<file path="src/rtl/mem_arbiter.sv">
// Arbitrates one shared block memory between an I-cache and a D-cache.
// One command outstanding at a time; round-robin on contention, D-cache write wins over read.
module mem_arbiter (
  input  logic         clk,
  input  logic         proc_reset,
  input  logic         i_mem_read,
  input  logic [27:0]  i_mem_addr,
  output logic [127:0] i_mem_rdata,
  output logic         i_mem_ready,
  input  logic         d_mem_read,
  input  logic         d_mem_write,
  input  logic [27:0]  d_mem_addr,
  input  logic [127:0] d_mem_wdata,
  output logic [127:0] d_mem_rdata,
  output logic         d_mem_ready,
  output logic         mem_read,
  output logic         mem_write,
  output logic [27:0]  mem_addr,
  output logic [127:0] mem_wdata,
  input  logic [127:0] mem_rdata,
  input  logic         mem_ready
);

  typedef enum logic [1:0] {IDLE, BUSY, RESP} state_t;

  state_t         state_q, state_d;
  logic           last_grant_q, last_grant_d;
  logic           owner_q, owner_d;
  logic           op_q, op_d;
  logic [27:0]    addr_q, addr_d;
  logic [127:0]   wdata_q, wdata_d;
  logic [127:0]   rdata_q, rdata_d;
  logic           i_req, d_req, grant_to_d;

  always_comb begin
    state_d      = state_q;
    last_grant_d = last_grant_q;
    owner_d      = owner_q;
    op_d         = op_q;
    addr_d       = addr_q;
    wdata_d      = wdata_q;
    rdata_d      = rdata_q;
    i_req        = i_mem_read;
    d_req        = d_mem_read | d_mem_write;
    grant_to_d   = 1'b0;

    case (state_q)
      IDLE: begin
        if (i_req || d_req) begin
          // On contention the side that did not win last time goes first.
          grant_to_d   = (i_req && d_req) ? ~last_grant_q : d_req;
          state_d      = BUSY;
          owner_d      = grant_to_d;
          last_grant_d = grant_to_d;
          op_d         = grant_to_d & d_mem_write;
          addr_d       = grant_to_d ? d_mem_addr : i_mem_addr;
          wdata_d      = grant_to_d ? d_mem_wdata : 128'd0;
        end
      end
      BUSY: begin
        if (mem_ready) begin
          rdata_d = mem_rdata;
          state_d = RESP;
        end
      end
      RESP:    state_d = IDLE;
      default: state_d = IDLE;
    endcase
  end

  always_ff @(posedge clk) begin
    if (proc_reset) begin
      state_q      <= IDLE;
      last_grant_q <= 1'b0;
      owner_q      <= 1'b0;
      op_q         <= 1'b0;
      addr_q       <= 28'd0;
      wdata_q      <= 128'd0;
      rdata_q      <= 128'd0;
    end else begin
      state_q      <= state_d;
      last_grant_q <= last_grant_d;
      owner_q      <= owner_d;
      op_q         <= op_d;
      addr_q       <= addr_d;
      wdata_q      <= wdata_d;
      rdata_q      <= rdata_d;
    end
  end

  assign mem_read    = (state_q == BUSY) && !op_q;
  assign mem_write   = (state_q == BUSY) &&  op_q;
  assign mem_addr    = addr_q;
  assign mem_wdata   = wdata_q;
  assign i_mem_ready = (state_q == RESP) && !owner_q;
  assign d_mem_ready = (state_q == RESP) &&  owner_q;
  assign i_mem_rdata = rdata_q;
  assign d_mem_rdata = rdata_q;

endmodule

</file>
<file path="config.mk">
export PLATFORM = sky130hd
export DESIGN_NAME = mem_arbiter
export DESIGN_NICKNAME = d
export VERILOG_FILES = /design/src/rtl/mem_arbiter.sv
export SDC_FILE = /design/constraint.sdc
export NUM_CORES = 1
export LEC_CHECK = 0
export CORE_AREA = 2 2 290 292
export DETAILED_ROUTE_END_ITERATION = 8
export DIE_AREA = 0 0 292 294
export SLEW_MARGIN = 20
export SYNTH_ARGS = -nofsm -noshare
export SYNTH_HDL_FRONTEND = slang
export SYNTH_SLANG_ARGS = --single-unit
</file>
<file path="constraint.sdc">
create_clock -name clk -period 4.1 [get_ports clk]
set_input_delay 0.615 -clock clk [delete_from_list [all_inputs] [get_ports clk]]
set_output_delay 0.615 -clock clk [all_outputs]
set_load 0.005 [all_outputs]
</file>
==> flow_summary.yaml <==
power:
  pwr-share-comb_pct: 19.6
  internal_power_w: 0.00587
  pwr-share-seq_pct: 38.9
  clockPowerShare_pct: 41.5
  p_sw_w: 0.00221
  p_leak_nw: 6.97
  power.density_nw_per_um2: 393
  peakVddDrop_v: 0.000261
  swShare_pct: 27.4
critical_path:
  worstRegToRegCells: 4
  cp.required_ns: 3.48
  crit_arrival_ns: 2.03
  crit_fanout: 9
  start_kind: "flop"
  critical_path_class: "reg -> out"
  end_kind: "output pin"
route:
  wl_per_cell_um: 18.5
  drt_iter0_drc: 692
  first_pass_iters: 4
  drt_wl_total_mm: 57.5
  num_vias: 12700
  via_per_inst: 4.09
  route.detailed.drc: 0
  postRouteAntennaNets: 0
synth:
  syn_avg_cell_area_um2: 8.17
  synthDistinctLibCells: 24
  seq_area_frac_synth_pct: 48.1
  async_reset_ff_share_pct: 0
  synth_nets: 1784
  synth_area_leaders: "dfxtp_1 48%, a21oi_1 12%, nand2_1 9.8%"
  ys_seq_elements: 288
  synth-edff-count: 0
  yosysMostFrequentCell: "nand2_1"
  syn-cell-area_um2: 12000
  synthTopCellsByCount: "313 x nand2_1, 288 x dfxtp_1, 287 x a21oi_1"
  synth_top_area_cell: "dfxtp_1"
  yosysTopAreaCellShare_pct: 48.1
  netlist_instances: 1466
  synth_ff_type: "dfxtp_1"
  yosys_warnings: 0
sta:
  setup_viol: 0
  period_needed_ns: 2.64
  fin_crit_sh_pct: 64.4
  slew_headroom_pct: 26.4
  finClkSkew_ns: 0.0219
  worst_pin_slew_ns: 1.10
  max_freq_ghz: 0.379
  fin_tns_setup_ns: 0
  rsz0062_at_grt: "no"
  drv_slew: 0
  hold_viol: 0
die:
  core_um2: 82900
  num_rows: 106
  initial_utilization_pct: 14.4
  dieHeight_um: 294
  io_pins: 734
  die_w_um: 292
  die-area_um2: 85800
clock_tree:
  clk_path_buf_depth: 3
  cts_tree: "yes"
  htree_levels: 2
  post_cts_buffers: 0
  cts_buffers: 37
  clkSinkCount: 288
  clk_pin_slew_worst_paths_ns: 0.06
  clock_latency_ns: 0.56
  post_cts_resized: 0
  clockRootBuffer: "clkbuf_16"
  cts_hold_buf: 0
final_layout:
  nets: 2313
  fin_area_um2: 20600
  final_util_pct: 24.8
  register_area_um2: 5770
  fillCellCount: 8987
  drive_above_1_share_pct: 5.24
  areaGrowthSynthToFinish_pct: 71.7
  multi_input_area_um2: 4510
global_routing:
  grt_overflow_total: 0
  grt_first_pass_wirelength_mm: 82.9
  first_global_vias: 12500
  track_usage_pct: 12.7
  grt_max_degree: 99
  grt_antenna_before_repair: 17
placement:
  dp_hpwl_mm: 42.8
  globalplace.congestion: 0.814
  place_area_um2: 19300
  io_buffers: 733
min_path:
  hold_path_depth: 2
  min_path_type: "in -> reg"
flow_run:
  max_cap_violations: 0
status:
  status: "complete, no violations"
==> cell type report <==
cell class | instances | share of cell area [%]
sequential | 288 | 28.0
tap | 1080 | 6.57
antenna | 1 | 0.0122
clock inverter | 23 | 1.09
timing repair buffer | 763 | 37.4
multi-input combinational | 905 | 21.9
clock buffer | 45 | 4.94
==> power by group through the flow <==
stage,Combinational [W],Sequential [W],Clock (W)
after floorplan,0.000638,0.00318,0
after global placement,0.00158,0.00320,0
after detailed placement,0.00159,0.00320,0
after CTS,0.00160,0.00314,0.00351
after global routing,0.00171,0.00317,0.00359
final,0.00158,0.00314,0.00335
==> metrics by stage <==
step | instances | setup slack (ns) | power, W | hold slack, ns
after floorplan | 1466 | 2.51 | 0.00382 | 0.459
after global placement | 3035 | 1.29 | 0.00478 | 0.456
after detailed placement | 3036 | 1.28 | 0.00479 | 0.463
after CTS | 3104 | 1.36 | 0.00825 | 0.421
after global routing | 3105 | 1.31 | 0.00847 | 0.443
final | 3105 | 1.46 | 0.00808 | 0.461
==> final timing paths <==
check                          end  slack [ns]        startpoint
setup reg to reg     mem_wdata[29]        1.94        state_q[1]
hold reg to reg   d_mem_rdata[116]        0.47  d_mem_rdata[116]
hold / removal          state_q[0]        0.46        proc_reset
setup / recovery          mem_read        1.46        state_q[0]
==> logic make-up after synthesis <==
logic type | synth area share (%)
buf+inv | 14.4
compound gates | 19.8
flops | 48.1
simple gates | 17.6
==> worst max-delay path, stage by stage, from the launching register on <==
cell and delay [ns]:
dfxtp_1 0.54, nor3b_1 0.24, clkdlybuf4s50_1 0.69
==> per-layer routing <==
metal	share of wire, %	GRT usage (%)	vias up
li1	-	-	6036
met1	39	14.4	5982
met2	48	21.6	560
met3	9.6	4.76	100
met4	3.3	4.61	8
met5	0.075	0	-
==> sequential cells by signal (all words and copies together) (netlist names) <==
| name | flops |
|---|---|
| mem_addr | 28 |
| op_q | 1 |
| mem_wdata | 128 |
| state_q | 2 |
| d_mem_rdata | 128 |
| owner_q | 1 |
==> layout by cell type, fill, tap and decap left out, drive strengths merged <==
cell / instances
clkdlybuf4s50: 732
nand2: 313
dfxtp: 288
a21oi: 287
o21ai: 130
nand4: 128
clkbuf: 45
buf: 31
a311oi: 28
clkinv: 15
inv: 5
nor2: 4
nor3b: 3
bufinv: 3
and3b: 3
or2: 2
nand3: 2
diode: 1
nor3: 1
a2bb2oi: 1
o2bb2ai: 1
or3: 1
nand3b: 1
Power figures use the tool's default switching activity.
